$ cat src/rtl/x_stage_if.sv
// Bus between the decode-to-execute register and the execute stage:
// x_* operands/controls in, m_* execute-to-memory results and redirect out.
interface x_stage_if;
    logic [31:0] x_pc;
    logic [6:0]  x_opcode;
    logic [5:0]  x_dst_reg;
    logic [14:0] x_mem_offset;
    logic [14:0] x_brn_offset;
    logic [19:0] x_jmp_offset;
    logic [31:0] x_read_data_1;
    logic [31:0] x_read_data_2;
    logic        x_mem_read;
    logic        x_mem_write;
    logic        x_mem_byte;
    logic        x_reg_write;
    logic        x_mem_to_reg;

    logic        stall;
    logic [31:0] m_alu_out;
    logic [31:0] m_write_data;
    logic [5:0]  m_dst_reg;
    logic        m_mem_read;
    logic        m_mem_write;
    logic        m_mem_byte;
    logic        m_reg_write;
    logic        m_mem_to_reg;
    logic        branch_taken;
    logic [31:0] branch_target;

    modport master (
        output x_pc, x_opcode, x_dst_reg, x_mem_offset, x_brn_offset, x_jmp_offset,
               x_read_data_1, x_read_data_2, x_mem_read, x_mem_write, x_mem_byte,
               x_reg_write, x_mem_to_reg,
        input  stall, m_alu_out, m_write_data, m_dst_reg, m_mem_read, m_mem_write,
               m_mem_byte, m_reg_write, m_mem_to_reg, branch_taken, branch_target
    );

    modport slave (
        input  x_pc, x_opcode, x_dst_reg, x_mem_offset, x_brn_offset, x_jmp_offset,
               x_read_data_1, x_read_data_2, x_mem_read, x_mem_write, x_mem_byte,
               x_reg_write, x_mem_to_reg,
        output stall, m_alu_out, m_write_data, m_dst_reg, m_mem_read, m_mem_write,
               m_mem_byte, m_reg_write, m_mem_to_reg, branch_taken, branch_target
    );
endinterface

$ cat src/rtl/x_stage.sv
// Execute stage with its execute-to-memory output register: ALU, address
// generation, branch/jump resolution and an iterative multiplier that holds
// the front of the pipeline while it works.
module x_stage #(
    parameter int MUL_STEP_BITS = 1
) (
    input logic   clock,
    input logic   reset,
    x_stage_if.slave bus
);
    localparam int N = 32 / MUL_STEP_BITS;

    localparam logic [1:0] ST_IDLE = 2'd0;
    localparam logic [1:0] ST_BUSY = 2'd1;
    localparam logic [1:0] ST_DONE = 2'd2;

    localparam logic [6:0] OP_ADD  = 7'h00;
    localparam logic [6:0] OP_SUB  = 7'h01;
    localparam logic [6:0] OP_MUL  = 7'h02;
    localparam logic [6:0] OP_LDB  = 7'h10;
    localparam logic [6:0] OP_LDW  = 7'h11;
    localparam logic [6:0] OP_STB  = 7'h12;
    localparam logic [6:0] OP_STW  = 7'h13;
    localparam logic [6:0] OP_MOV  = 7'h14;
    localparam logic [6:0] OP_BEQ  = 7'h30;
    localparam logic [6:0] OP_JUMP = 7'h31;

    logic [1:0]  state;
    logic [5:0]  counter;
    logic [31:0] mcand;
    logic [31:0] mplier;
    logic [31:0] acc;
    logic [31:0] pp;

    logic [31:0] alu_res;
    logic        f_mem_read, f_mem_write, f_mem_byte, f_reg_write, f_mem_to_reg;
    logic        take;
    logic [31:0] target;
    logic        is_mul;

    function automatic logic signed [31:0] sext15(input logic [14:0] v);
        return {{17{v[14]}}, v};
    endfunction

    function automatic logic signed [31:0] sext20(input logic [19:0] v);
        return {{12{v[19]}}, v};
    endfunction

    assign is_mul = (bus.x_opcode == OP_MUL);

    // Hold upstream while a multiply is being launched or iterated; reset frees it.
    assign bus.stall = reset && (((state == ST_IDLE) && is_mul) || (state == ST_BUSY));

    // Single-cycle result, passed-through flags and branch resolution.
    always_comb begin
        alu_res      = '0;
        f_mem_read   = bus.x_mem_read;
        f_mem_write  = bus.x_mem_write;
        f_mem_byte   = bus.x_mem_byte;
        f_reg_write  = bus.x_reg_write;
        f_mem_to_reg = bus.x_mem_to_reg;
        take         = 1'b0;
        target       = bus.branch_target;
        case (bus.x_opcode)
            OP_ADD: alu_res = bus.x_read_data_1 + bus.x_read_data_2;
            OP_SUB: alu_res = bus.x_read_data_1 - bus.x_read_data_2;
            OP_LDB, OP_LDW, OP_STB, OP_STW:
                alu_res = bus.x_read_data_1 + $unsigned(sext15(bus.x_mem_offset));
            OP_MOV: alu_res = bus.x_read_data_1;
            OP_BEQ: begin
                take         = (bus.x_read_data_1 == bus.x_read_data_2);
                target       = bus.x_pc + $unsigned(sext15(bus.x_brn_offset));
                f_mem_read   = 1'b0;
                f_mem_write  = 1'b0;
                f_mem_byte   = 1'b0;
                f_reg_write  = 1'b0;
                f_mem_to_reg = 1'b0;
            end
            OP_JUMP: begin
                take         = 1'b1;
                target       = bus.x_pc + $unsigned(sext20(bus.x_jmp_offset));
                f_mem_read   = 1'b0;
                f_mem_write  = 1'b0;
                f_mem_byte   = 1'b0;
                f_reg_write  = 1'b0;
                f_mem_to_reg = 1'b0;
            end
            default: alu_res = '0;
        endcase
    end

    // Partial product of the low MUL_STEP_BITS multiplier bits against the shifted multiplicand.
    always_comb begin
        pp = '0;
        for (int k = 0; k < MUL_STEP_BITS; k++) begin
            if (mplier[k]) pp = pp + (mcand << k);
        end
    end

    // Multiplier sequencing: launch from IDLE, count down in BUSY, one DONE cycle.
    always_ff @(posedge clock or negedge reset) begin
        if (!reset) begin
            state   <= ST_IDLE;
            counter <= '0;
        end else begin
            case (state)
                ST_IDLE: begin
                    if (is_mul) begin
                        state   <= ST_BUSY;
                        counter <= 6'(N);
                    end
                end
                ST_BUSY: begin
                    counter <= counter - 6'd1;
                    if (counter == 6'd1) state <= ST_DONE;
                end
                ST_DONE: state <= ST_IDLE;
                default: state <= ST_IDLE;
            endcase
        end
    end

    // Multiplier datapath: shift-and-add, operands latched at launch.
    always_ff @(posedge clock) begin
        if ((state == ST_IDLE) && is_mul) begin
            mcand  <= bus.x_read_data_1;
            mplier <= bus.x_read_data_2;
            acc    <= '0;
        end else if (state == ST_BUSY) begin
            acc    <= acc + pp;
            mcand  <= mcand << MUL_STEP_BITS;
            mplier <= mplier >> MUL_STEP_BITS;
        end
    end

    // Execute-to-memory register: results, bubbles during a multiply, redirect pulse.
    always_ff @(posedge clock or negedge reset) begin
        if (!reset) begin
            bus.m_alu_out     <= '0;
            bus.m_write_data  <= '0;
            bus.m_dst_reg     <= '0;
            bus.m_mem_read    <= 1'b0;
            bus.m_mem_write   <= 1'b0;
            bus.m_mem_byte    <= 1'b0;
            bus.m_reg_write   <= 1'b0;
            bus.m_mem_to_reg  <= 1'b0;
            bus.branch_taken  <= 1'b0;
            bus.branch_target <= '0;
        end else begin
            bus.branch_taken <= 1'b0;
            if (((state == ST_IDLE) && is_mul) || (state == ST_BUSY)) begin
                bus.m_alu_out    <= '0;
                bus.m_write_data <= '0;
                bus.m_dst_reg    <= '0;
                bus.m_mem_read   <= 1'b0;
                bus.m_mem_write  <= 1'b0;
                bus.m_mem_byte   <= 1'b0;
                bus.m_reg_write  <= 1'b0;
                bus.m_mem_to_reg <= 1'b0;
            end else if (state == ST_DONE) begin
                bus.m_alu_out    <= acc;
                bus.m_write_data <= bus.x_read_data_2;
                bus.m_dst_reg    <= bus.x_dst_reg;
                bus.m_mem_read   <= bus.x_mem_read;
                bus.m_mem_write  <= bus.x_mem_write;
                bus.m_mem_byte   <= bus.x_mem_byte;
                bus.m_reg_write  <= bus.x_reg_write;
                bus.m_mem_to_reg <= bus.x_mem_to_reg;
            end else begin
                bus.m_alu_out    <= alu_res;
                bus.m_write_data <= bus.x_read_data_2;
                bus.m_dst_reg    <= bus.x_dst_reg;
                bus.m_mem_read   <= f_mem_read;
                bus.m_mem_write  <= f_mem_write;
                bus.m_mem_byte   <= f_mem_byte;
                bus.m_reg_write  <= f_reg_write;
                bus.m_mem_to_reg <= f_mem_to_reg;
                bus.branch_taken <= take;
                if (take) bus.branch_target <= target;
            end
        end
    end
endmodule

$ cat src/flat_wrapper.sv
// flat-port wrapper written by rule: the top's interface ports become plain ports
module x_stage_flat 
#(
    parameter int MUL_STEP_BITS = 1
)
  (clock, reset, bus_x_pc, bus_x_opcode, bus_x_dst_reg, bus_x_mem_offset, bus_x_brn_offset, bus_x_jmp_offset, bus_x_read_data_1, bus_x_read_data_2, bus_x_mem_read, bus_x_mem_write, bus_x_mem_byte, bus_x_reg_write, bus_x_mem_to_reg, bus_stall, bus_m_alu_out, bus_m_write_data, bus_m_dst_reg, bus_m_mem_read, bus_m_mem_write, bus_m_mem_byte, bus_m_reg_write, bus_m_mem_to_reg, bus_branch_taken, bus_branch_target);
  x_stage_if bus_i ();
  input logic clock;
  input logic reset;
  input wire logic [$bits(bus_i.x_pc)-1:0] bus_x_pc;
  input wire logic [$bits(bus_i.x_opcode)-1:0] bus_x_opcode;
  input wire logic [$bits(bus_i.x_dst_reg)-1:0] bus_x_dst_reg;
  input wire logic [$bits(bus_i.x_mem_offset)-1:0] bus_x_mem_offset;
  input wire logic [$bits(bus_i.x_brn_offset)-1:0] bus_x_brn_offset;
  input wire logic [$bits(bus_i.x_jmp_offset)-1:0] bus_x_jmp_offset;
  input wire logic [$bits(bus_i.x_read_data_1)-1:0] bus_x_read_data_1;
  input wire logic [$bits(bus_i.x_read_data_2)-1:0] bus_x_read_data_2;
  input wire logic [$bits(bus_i.x_mem_read)-1:0] bus_x_mem_read;
  input wire logic [$bits(bus_i.x_mem_write)-1:0] bus_x_mem_write;
  input wire logic [$bits(bus_i.x_mem_byte)-1:0] bus_x_mem_byte;
  input wire logic [$bits(bus_i.x_reg_write)-1:0] bus_x_reg_write;
  input wire logic [$bits(bus_i.x_mem_to_reg)-1:0] bus_x_mem_to_reg;
  output wire logic [$bits(bus_i.stall)-1:0] bus_stall;
  output wire logic [$bits(bus_i.m_alu_out)-1:0] bus_m_alu_out;
  output wire logic [$bits(bus_i.m_write_data)-1:0] bus_m_write_data;
  output wire logic [$bits(bus_i.m_dst_reg)-1:0] bus_m_dst_reg;
  output wire logic [$bits(bus_i.m_mem_read)-1:0] bus_m_mem_read;
  output wire logic [$bits(bus_i.m_mem_write)-1:0] bus_m_mem_write;
  output wire logic [$bits(bus_i.m_mem_byte)-1:0] bus_m_mem_byte;
  output wire logic [$bits(bus_i.m_reg_write)-1:0] bus_m_reg_write;
  output wire logic [$bits(bus_i.m_mem_to_reg)-1:0] bus_m_mem_to_reg;
  output wire logic [$bits(bus_i.branch_taken)-1:0] bus_branch_taken;
  output wire logic [$bits(bus_i.branch_target)-1:0] bus_branch_target;
  assign bus_i.x_pc = bus_x_pc;
  assign bus_i.x_opcode = bus_x_opcode;
  assign bus_i.x_dst_reg = bus_x_dst_reg;
  assign bus_i.x_mem_offset = bus_x_mem_offset;
  assign bus_i.x_brn_offset = bus_x_brn_offset;
  assign bus_i.x_jmp_offset = bus_x_jmp_offset;
  assign bus_i.x_read_data_1 = bus_x_read_data_1;
  assign bus_i.x_read_data_2 = bus_x_read_data_2;
  assign bus_i.x_mem_read = bus_x_mem_read;
  assign bus_i.x_mem_write = bus_x_mem_write;
  assign bus_i.x_mem_byte = bus_x_mem_byte;
  assign bus_i.x_reg_write = bus_x_reg_write;
  assign bus_i.x_mem_to_reg = bus_x_mem_to_reg;
  assign bus_stall = bus_i.stall;
  assign bus_m_alu_out = bus_i.m_alu_out;
  assign bus_m_write_data = bus_i.m_write_data;
  assign bus_m_dst_reg = bus_i.m_dst_reg;
  assign bus_m_mem_read = bus_i.m_mem_read;
  assign bus_m_mem_write = bus_i.m_mem_write;
  assign bus_m_mem_byte = bus_i.m_mem_byte;
  assign bus_m_reg_write = bus_i.m_reg_write;
  assign bus_m_mem_to_reg = bus_i.m_mem_to_reg;
  assign bus_branch_taken = bus_i.branch_taken;
  assign bus_branch_target = bus_i.branch_target;
  x_stage #(.MUL_STEP_BITS(MUL_STEP_BITS)) u_core (.clock(clock), .reset(reset), .bus(bus_i));
endmodule
$ cat config.mk
export PLATFORM = sky130hd
export DESIGN_NAME = x_stage_flat
export DESIGN_NICKNAME = d
export VERILOG_FILES = /design/src/rtl/x_stage_if.sv /design/src/rtl/x_stage.sv /design/src/flat_wrapper.sv
export SDC_FILE = /design/constraint.sdc
export NUM_CORES = 1
export LEC_CHECK = 0
export BUFFER_PORTS_ARGS = -buffer_cell sky130_fd_sc_hd__buf_2
export CAP_MARGIN = 10
export CORE_MARGIN = 3
export CORE_UTILIZATION = 40
export DETAILED_ROUTE_END_ITERATION = 16
export PLACE_DENSITY = 0.7
export SKIP_CTS_REPAIR_TIMING = 1
export SLEW_MARGIN = 20
export SYNTH_ARGS = -nofsm -noshare
export SYNTH_HDL_FRONTEND = slang
export SYNTH_SLANG_ARGS = --single-unit
$ cat constraint.sdc
create_clock -name clock -period 7.7 [get_ports clock]
set_input_delay 0.385 -clock clock [delete_from_list [all_inputs] [get_ports clock]]
set_output_delay 0.385 -clock clock [all_outputs]
set_load 0.1 [all_outputs]
==> results of run 1 <==
layer usage:
| metal | share of wire [%] | vias up | wire [µm] |
|---|---|---|---|
| li1 | - | 6959 | - |
| met1 | 45 | 6741 | 20720 |
| met2 | 46 | 485 | 21100 |
| met3 | 7.3 | 83 | 3365 |
| met4 | 2.4 | 8 | 1101 |
| met5 | 0.12 | - | 55 |
kinds of logic (layout without fill, tap and decap cells):
| kind of cell | Yosys count | after routing | share of synthesized area (%) |
|---|---|---|---|
| xor+xnor | 112 | 112 | 6.433 |
| fa+ha+maj | 137 | 137 | 11.44 |
| other cells | 0 | 1 | 0 |
| simple gates | 668 | 668 | 19.76 |
| buf+inv | 139 | 398 | 3.421 |
| flops | 212 | 212 | 35.84 |
| compound gates | 538 | 538 | 22.01 |
| mux | 15 | 15 | 1.099 |
synth_stat cells, types with 6 or more instances:
library cell	count
nor3_1	20
dfrtp_1	116
a21o_1	82
and3_1	28
o21ai_0	181
a31oi_1	6
a21oi_1	142
nor2b_1	13
a221oi_1	21
xor2_1	51
and2_1	46
dfxtp_1	32
or3_1	6
o21a_1	11
nor2_1	103
clkbuf_1	74
ha_1	133
inv_1	55
edfxtp_1	64
nand2_1	343
xnor2_1	61
nand3_1	50
buf_1	9
nand2b_1	16
mux2_2	14
o21bai_1	7
nand4_1	14
nor4_1	7
a211oi_1	8
o31ai_1	10
worst max-delay path: stages:
cell	delay, ns
buf_2	0.11
or3_1	0.39
nor3_1	0.79
nand2_1	0.61
nand2_1	0.22
nand2_1	0.07
ha_1	0.21
fa_1	0.44
a21o_1	0.22
a221o_1	0.38
a211oi_4	0.34
o31ai_2	0.16
a221oi_2	0.41
nor3_1	0.12
nor4_1	0.27
a2111oi_0	0.13
o21a_1	0.20
o31ai_1	0.22
final cells by class:
cell class | count | area [µm²]
antenna | 1 | 2.502
clock buffer | 36 | 750.7
clock inverter | 14 | 132.6
fill | 3597 | 19050
inverter | 56 | 212.7
multi-input combinational | 1470 | 9278
sequential | 212 | 5465
tap | 504 | 630.6
timing repair buffer | 292 | 1524
cell usage in the layout (no fill, tap or decap), drive strengths merged, types with 36 or more instances in the layout:
| cell | instances |
|---|---|
| o21ai | 181 |
| ha | 133 |
| buf | 291 |
| dfrtp | 116 |
| xor2 | 51 |
| inv | 60 |
| clkbuf | 36 |
| and2 | 46 |
| nor2 | 103 |
| a21o | 82 |
| nand2 | 343 |
| xnor2 | 61 |
| nand3 | 50 |
| edfxtp | 64 |
| a21oi | 142 |
per-stage QoR:
| step | setup slack (ns) | hold slack [ns] | cell area, µm² |
|---|---|---|---|
| 6_report | 2.463 | 0.06306 | 18000 |
| 5_1_grt | 2.264 | 0.04253 | 18000 |
| 4_1_cts | 2.523 | -0.2890 | 17960 |
| 3_5_place_dp | 1.952 | 0.3190 | 17080 |
| 3_3_place_gp | 2.104 | 0.3148 | 17080 |
| 2_1_floorplan | 3.259 | 0.08941 | 15250 |
power groups by stage:
stage	clock (mW)	sequential [mW]	combinational, mW
after CTS	1.30	1.48	1.84
final	1.27	1.48	1.84
after detailed placement	0	1.50	1.83
after global routing	1.35	1.51	2.03
after floorplan	0	1.84	1.06
after global placement	0	1.50	1.80
how the worst max path moves through the flow:
stage / from / to / slack, ns / cells after the start
3_3_place_gp: bus_x_opcode[3] / u_core.bus.branch_target[30] / 2.10 / 18
3_5_place_dp: bus_x_opcode[3] / u_core.bus.branch_target[30] / 1.95 / 18
2_1_floorplan: bus_x_opcode[3] / u_core.bus.branch_target[30] / 3.26 / 18
6_report: bus_x_opcode[3] / u_core.bus.branch_target[30] / 2.46 / 18
5_1_grt: bus_x_opcode[3] / u_core.bus.branch_target[30] / 2.26 / 18
4_1_cts: bus_x_opcode[3] / u_core.bus.branch_target[30] / 2.52 / 18
==> results.toml, run 1 <==
[timing]
slew_viol_final = 0
rsz0062_at_grt = "no"
fmax_mhz = 191.0
finClkSkew_ns = 0.03627
period_needed_ns = 5.237
relSlewSlack_pct = 27.69
fin_crit_sh_pct = 68.01
finalHoldViolCount = 0
setup_tns_ns = 0
setup_viol_count_final = 0
worst-slew-pin-transition_ns = 1.070

[clocking]
htree_levels = 1
cts_root_buf = "clkbuf_16"
numCtsBuffers = 27
clkTransAtPathRegs_ns = 0.06
cts_tree = "yes"
clk_path_buf_depth = 3
numClockSinks = 212
clkLatencyLatePin_ns = 0.57

[logic_synthesis]
yosys_warnings = 0
yosysSeqAreaShare_pct = 35.84
yosysUniqueCellTypes = 68
async_reset_ff_share_pct = 54.72
synth.top_cell.area_share_pct = 19.04
syn_inst = 1821
synthFlopType = "dfrtp_1"
synth_edf_count = 64
syn_nets = 2124
synth_area_leaders = "dfrtp_1 (19%), edfxtp_1 (13%), ha_1 (11%)"
syn_area_um2 = 15250
ys_ff_latch = 212
synth_top_area_cell = "dfrtp_1"
syn_area_per_cell_um2 = 8.374

[power]
leakagePower_nw = 8.848
peakVddDrop_mv = 0.1821
finalPower_mw = 4.600
power.share.clock_pct = 27.7
p_int_mw = 2.734
p_sw_share_pct = 40.57
pwr-share-comb_pct = 40.1
p_per_area_nw_per_um2 = 255.6
pwr-share-seq_pct = 32.3
p_switching_mw = 1.866

[die]
ios = 275
die_area_um2 = 40500
initial_utilization_pct = 41.16
die_h_um = 201.3
coreArea_um2 = 37050
rows = 70
chipWidth_um = 201.3

[setup_path]
end_kind = "flop"
ff2ff_path_depth = 14
critical_path_required_ns = 8.14
crit_fanout = 15
r2r_slack_ns = 4.04
reg2reg_to = "u_core.acc[25]"
arrival_ns = 5.68
critPathLaunchType = "input pin"
path_class = "in2reg"
r2r_start = "u_core.mplier[0]"

[grt]
track_usage_pct = 22.27
antenna_found_initial = 5
busiest_layer = "met2"
grt_overflow = 0
grtUsageMet1_pct = 30.19
use_met3_pct = 4.190
grt_pass1_vias = 14112
grt_max_degree = 110
grt_pass1_wl_um = 74570
grtUsageMet2_pct = 36.67

[placement]
gp_congestion = 0.9232
numPortBuffers = 274
placed_cells = 2532
hpwl_um = 35150

[detailed_routing]
wire_per_inst_um = 17.93
routed_wl_um = 46340
first_iter_violations = 877
antenna_left = 0
first_pass_iters = 5
via_per_inst = 5.523
vias = 14276
drc = 0

[finish]
drive_gt1_share_pct = 17.79
final_nets = 2362
utilization_pct = 48.57
area_growth_pct = 18.01
layoutNonFillerInstCount = 2585

[run_status]
outcome = "finished, final reports clean"

[min_path]
min_to = "u_core.bus.m_mem_byte"
hold_depth = 2
hold_path_class = "in2reg"
min_from = "bus_x_mem_byte"

[flow_run]
cap_violations = 0
Power figures use the tool's default switching activity.
==> run 2: changes to the inputs <==
--- a/config.mk
+++ b/config.mk
@@ -5,12 +5,13 @@
 export SDC_FILE = /design/constraint.sdc
 export NUM_CORES = 1
 export LEC_CHECK = 0
+export ABC_AREA = 1
 export BUFFER_PORTS_ARGS = -buffer_cell sky130_fd_sc_hd__buf_2
 export CAP_MARGIN = 10
 export CORE_MARGIN = 3
 export CORE_UTILIZATION = 40
 export DETAILED_ROUTE_END_ITERATION = 16
-export PLACE_DENSITY = 0.7
+export PLACE_DENSITY = 0.72
 export SKIP_CTS_REPAIR_TIMING = 1
 export SLEW_MARGIN = 20
 export SYNTH_ARGS = -nofsm -noshare
==> constraint.sdc (replaced) <==
create_clock -name clock -period 4.5 [get_ports clock]
set_input_delay 0.225 -clock clock [delete_from_list [all_inputs] [get_ports clock]]
set_output_delay 0.225 -clock clock [all_outputs]
set_load 0.1 [all_outputs]
==> results.toml, run 2 <==
[run_status]
outcome = "complete, but fails checks"
violations = "hold timing"

[logic_synthesis]
ys_ff_latch = 212
syn_inst = 2810
synthSimpleGateAreaFrac_pct = 34.23
synth_most_common_cell = "nand2_1"
yosysSeqAreaShare_pct = 30.62
syn_nets = 3113
yosys-top-cells-count = "nand2_1 (950), inv_1 (442), nor2_1 (272)"
synthXorXnorAreaFrac_pct = 1.619
synth_area_leaders = "nand2_1 (20%), dfrtp_1 (16%), edfxtp_1 (11%)"
yosysUniqueCellTypes = 51
synth.top_cell.area_share_pct = 19.98
synth_compound_area_share_pct = 12.73
yosys_warnings = 0
synthMuxAreaShare_pct = 0
synthFlopType = "dfrtp_1"
synth_top_family_by_area = "simple AND/OR/NAND/NOR gates"
syn_area_per_cell_um2 = 6.351
async_reset_ff_share_pct = 54.72
syn_area_um2 = 17850
synth_top_area_cell = "nand2_1"
synthAdderAreaFrac_pct = 9.773
synth_edf_count = 64

[setup_path]
cpMaxStageDelayCell = "clkinv_1"
critical_path_required_ns = 4.28
path_class = "reg2out"
cpPeakStageDelay_ns = 0.55
path_buf_inv = 4
crit_fanout = 32
crit_family = "buffers and inverters"
end_kind = "primary output"
critPathLaunchType = "flop"
arrival_ns = 3.08
worstPathCellList = "nor2_2 -> buf_4 -> inv_1 -> nand2_4 -> clkinv_1 -> nor2_1 -> buf_12"

[placement]
gp_congestion = 1.005
dpl-instance-area_um2 = 19840
placed_cells = 3622
numPortBuffers = 274
hpwl_um = 50300
pre_cts_ws_ns = 1.036

[timing]
rsz0062_at_grt = "no"
relSlewSlack_pct = 36.38
finClkSkew_ns = 0.01944
fin_crit_sh_pct = 73.50
slew_viol_final = 0
setup_tns_ns = 0
worst-slew-pin-transition_ns = 0.9470
fmax_mhz = 302.4
worst_slack_ns = 1.193
period_needed_ns = 3.307
setup_viol_count_final = 0
finalHoldViolCount = 7
timing.hold.ws_ns = -0.03637

[finish]
layoutNonFillerInstCount = 3698
multi_input_comb_area_um2 = 10440
final_cell_mix = "nand2_1 (948), inv_1 (441), buf_2 (272), nor2_1 (270), o21ai_0 (199)"
final_common_cell = "nand2_1"
fillers = 4662
drive_gt1_share_pct = 11.83
area_growth_pct = 17.16
final_nets = 3395
fin_area_um2 = 20910
utilization_pct = 48.01
seq_area_um2 = 5465

[clocking]
numClockSinks = 212
htree_levels = 1
numCtsBuffers = 27
clk_path_buf_depth = 3
clkLatencyLatePin_ns = 0.56
cts_tree = "yes"
clkTransAtPathRegs_ns = 0.06
cts_root_buf = "clkbuf_16"

[power]
leakagePower_nw = 11.96
pwr-share-seq_pct = 38.0
p_switching_mw = 1.670
p_int_mw = 3.529
p_per_area_nw_per_um2 = 248.6
power.share.clock_pct = 39.4
p_sw_share_pct = 32.12
peakVddDrop_mv = 0.2797
pwr-share-comb_pct = 22.7
finalPower_mw = 5.198

[detailed_routing]
drc = 0
vias = 18842
routed_wl_um = 62990
first_pass_iters = 6
antenna_left = 0
first_iter_violations = 1574
via_per_inst = 5.095
wire_per_inst_um = 17.03

[grt]
grt_pass1_wl_um = 96550
antenna_found_initial = 8
grt_overflow = 0
grt_pass1_vias = 17782
track_usage_pct = 25.83
grt_max_degree = 81

[die]
initial_utilization_pct = 40.98
rows = 76
coreArea_um2 = 43550
die_area_um2 = 47190
die_h_um = 217.2
ios = 275
chipWidth_um = 217.2

[min_path]
hold_path_class = "in2reg"

[flow_run]
cap_violations = 0
run 2: metal layers:
layer  global-route usage (%)  vias up  part of all wire, %
met3                    4.510      143                  7.8
met5                        0        -                 0.14
met4                    9.633       14                  4.2
met1                    33.30     8428                   42
met2                    43.43      747                   45
li1                         -     9510                    -
run 2: power groups by stage:
stage               combinational, mW  clock (mW)  sequential (mW)
finish                           1.18        2.05             1.97
global route                     1.32        2.16             1.97
CTS                              1.14        2.09             1.97
detailed placement               1.13           0             2.01
global placement                 1.13           0             2.01
floorplan                       0.750           0             2.01
run 2: kinds of logic after synthesis:
family,after synthesis
and+or+nand+nor,1502
buffers and inverters,509
AOI/OAI and AO/OA,417
DFF,212
adders and majority gates,137
xor gates and xnor gates,33
run 2: final timing paths:
| check | from | endpoint | slack (ns) | cells after the start |
|---|---|---|---|---|
| worst max-delay path | u_core.state[1] | bus_stall | 1.19 | 7 |
| max in group asynchronous | reset | u_core.bus.m_alu_out[19] | 3.31 | 3 |
| worst min register to register | u_core.acc[18] | u_core.acc[18] | 0.48 | 2 |
| worst min-delay path | bus_x_read_data_2[6] | u_core.bus.m_write_data[6] | -0.04 | 3 |
| worst max register to register | u_core.mplier[0] | u_core.acc[30] | 1.33 | 16 |
| min in group asynchronous | reset | u_core.bus.branch_target[6] | 0.20 | 2 |
run 2: tightest hold or removal path: cells and delay by family:
| family | cells | cell delay, ns |
|---|---|---|
| buf+inv | 2 | 0.14 |
| simple gates | 1 | 0.10 |
run 2: final cells by class:
type / instances / share of cell area (%)
Clock inverter: 17 / 0.5625
Timing Repair Buffer: 315 / 8.503
Tap cell: 585 / 3.500
Inverter: 447 / 8.036
Multi-Input combinational cell: 2089 / 49.93
Clock buffer: 32 / 3.321
Sequential cell: 212 / 26.14
Antenna cell: 1 / 0.01197
==> run 3: changes to the inputs <==
--- a/config.mk
+++ b/config.mk
@@ -11,7 +11,7 @@
 export CORE_MARGIN = 3
 export CORE_UTILIZATION = 40
 export DETAILED_ROUTE_END_ITERATION = 16
-export PLACE_DENSITY = 0.72
+export PLACE_DENSITY = 0.7
 export SKIP_CTS_REPAIR_TIMING = 1
 export SLEW_MARGIN = 20
 export SYNTH_ARGS = -nofsm -noshare
==> constraint.sdc (replaced) <==
create_clock -name clock -period 3.3 [get_ports clock]
set_input_delay 0.165 -clock clock [delete_from_list [all_inputs] [get_ports clock]]
set_output_delay 0.165 -clock clock [all_outputs]
set_load 0.1 [all_outputs]
==> results.toml, run 3 (synthesized netlist as in run 2, its figures left out) <==
[finish]
final_common_cell = "nand2_1"
fillers = 4570
drive_gt1_share_pct = 12.08
final_cell_mix = "nand2_1 (948), inv_1 (442), buf_2 (272), nor2_1 (270), o21ai_0 (199)"
final_nets = 3436
antenna_cells = 0
area_growth_pct = 19.62

[run_status]
outcome = "complete, but fails checks"
violations = "hold timing"

[setup_path]
critical_path_required_ns = 3.75
arrival_ns = 3.39
end_kind = "flop"
path_buf_inv = 3
critPathLaunchType = "flop"
worstPathCellList = "buf_4 -> nand2_1 -> fa_1 -> inv_1 -> nand3_1 -> nand2_1 -> a21boi_1 -> o21ai_0 -> nand2_1 -> nand3_1 -> nand2_1 -> o21ai_0 -> inv_1"
cpMaxStageDelayCell = "o21ai_0"
cp_common_cell = "nand2_1"
crit_family = "simple AND/OR/NAND/NOR gates"
crit_fanout = 31
path_class = "reg2reg"
cpPeakStageDelay_ns = 0.46

[detailed_routing]
first_iter_violations = 1597
top_layer = "met4"
wl_met1_um = 27600
wire_per_inst_um = 17.11
drc = 0
wl_met2_um = 29910
met3_length_um = 4049
antenna_left = 0
vias = 18990
routed_wl_um = 63970
first_pass_iters = 7
via_per_inst = 5.080

[placement]
hpwl_um = 51380
gp_congestion = 1.008
numPortBuffers = 274

[min_path]
hold_path_class = "in2reg"

[clocking]
htree_levels = 1
clkLatencyLatePin_ns = 0.58
numCtsBuffers = 26
clk_path_buf_depth = 3
cts_root_buf = "clkbuf_16"
clkTransAtPathRegs_ns = 0.07
cts_tree = "yes"
numClockSinks = 212

[timing]
worst-slew-pin-transition_ns = 0.6986
setup_viol_count_final = 0
rsz0062_at_grt = "no"
period_needed_ns = 2.938
finalHoldViolCount = 1
finClkSkew_ns = 0.01620
slew_viol_final = 0
relSlewSlack_pct = 53.25
setup_tns_ns = 0
fin_crit_sh_pct = 89.03
timing.hold.ws_ns = -0.005374
fmax_mhz = 340.4

[grt]
track_usage_pct = 26.03
grt_max_degree = 84
grt_pass1_wl_um = 97070
grt_pass1_vias = 17810
grt_overflow = 0
antenna_found_initial = 0

[die]
die_h_um = 217.2
rows = 76
die_area_um2 = 47190
chipWidth_um = 217.2
coreArea_um2 = 43550
initial_utilization_pct = 40.98
ios = 275

[power]
p_per_area_nw_per_um2 = 337.4
peakVddDrop_mv = 0.3951
finalPower_mw = 7.204
leakagePower_nw = 12.16

[flow_run]
cap_violations = 0
run 3: cell count changes in the layout (fill, tap and decap cells not counted), moves of 2 or more:
| cell | delta |
|---|---|
| clkbuf_1 | +2 |
| buf_4 | +10 |
| dlygate4sd3_1 | +29 |
| buf_12 | +3 |
| clkinv_1 | -4 |
run 3: per-layer routing:
| metal | track usage (%) | vias up |
|---|---|---|
| met5 | 0 | - |
| met4 | 8.828 | 0 |
| met3 | 3.812 | 122 |
| met2 | 44.69 | 670 |
| met1 | 33.58 | 8611 |
| li1 | - | 9587 |
run 3: stage by stage:
stage | setup slack (ns) | cells | area (µm²) | util (%)
floorplan | 0.4610 | 2810 | 17850 | -
global placement | -0.1804 | 3635 | 19970 | 45.85
CTS | 0.4026 | 3683 | 20800 | 47.76
detailed placement | -0.06169 | 3635 | 19970 | 45.85
finish | 0.3621 | 3738 | 21350 | 49.02
global route | 0.1054 | 3738 | 21350 | 49.02
run 3: final cells by class:
type / instances / area (µm²) / share of cell area [%]
multi-input cells: 2089 / 10440 / 48.90
flip-flops and latches: 212 / 5465 / 25.60
repair buffers: 357 / 2203 / 10.32
inverters: 447 / 1680 / 7.871
well taps: 585 / 732.0 / 3.428
clock buffers: 33 / 676.9 / 3.171
clock inverters: 15 / 151.4 / 0.7091
run 3: worst paths after layout:
kind                       slack, ns                    startpoint  cells after the start                      endpoint
max in group asynchronous       2.35                         reset                      3             u_core.counter[5]
max reg2reg                     0.36              u_core.mplier[0]                     13                u_core.acc[30]
max                             0.36              u_core.mplier[0]                     13                u_core.acc[30]
min                           -0.005          bus_x_read_data_1[3]                      3               u_core.mcand[3]
min reg2reg                     0.47  u_core.bus.branch_target[27]                      2  u_core.bus.branch_target[27]
min in group asynchronous       0.06                         reset                      2   u_core.bus.branch_target[0]
run 3: power breakdown:
part           switching [mW]  internal, mW  total, mW
Clock                    1.25          1.62       2.86
Combinational            1.07         0.575       1.65
Sequential           0.000433          2.69       2.69
run 3: tightest hold or removal path: stages:
cell     delay, ns
buf_2         0.17
nand2_1       0.08
nand2_1       0.05
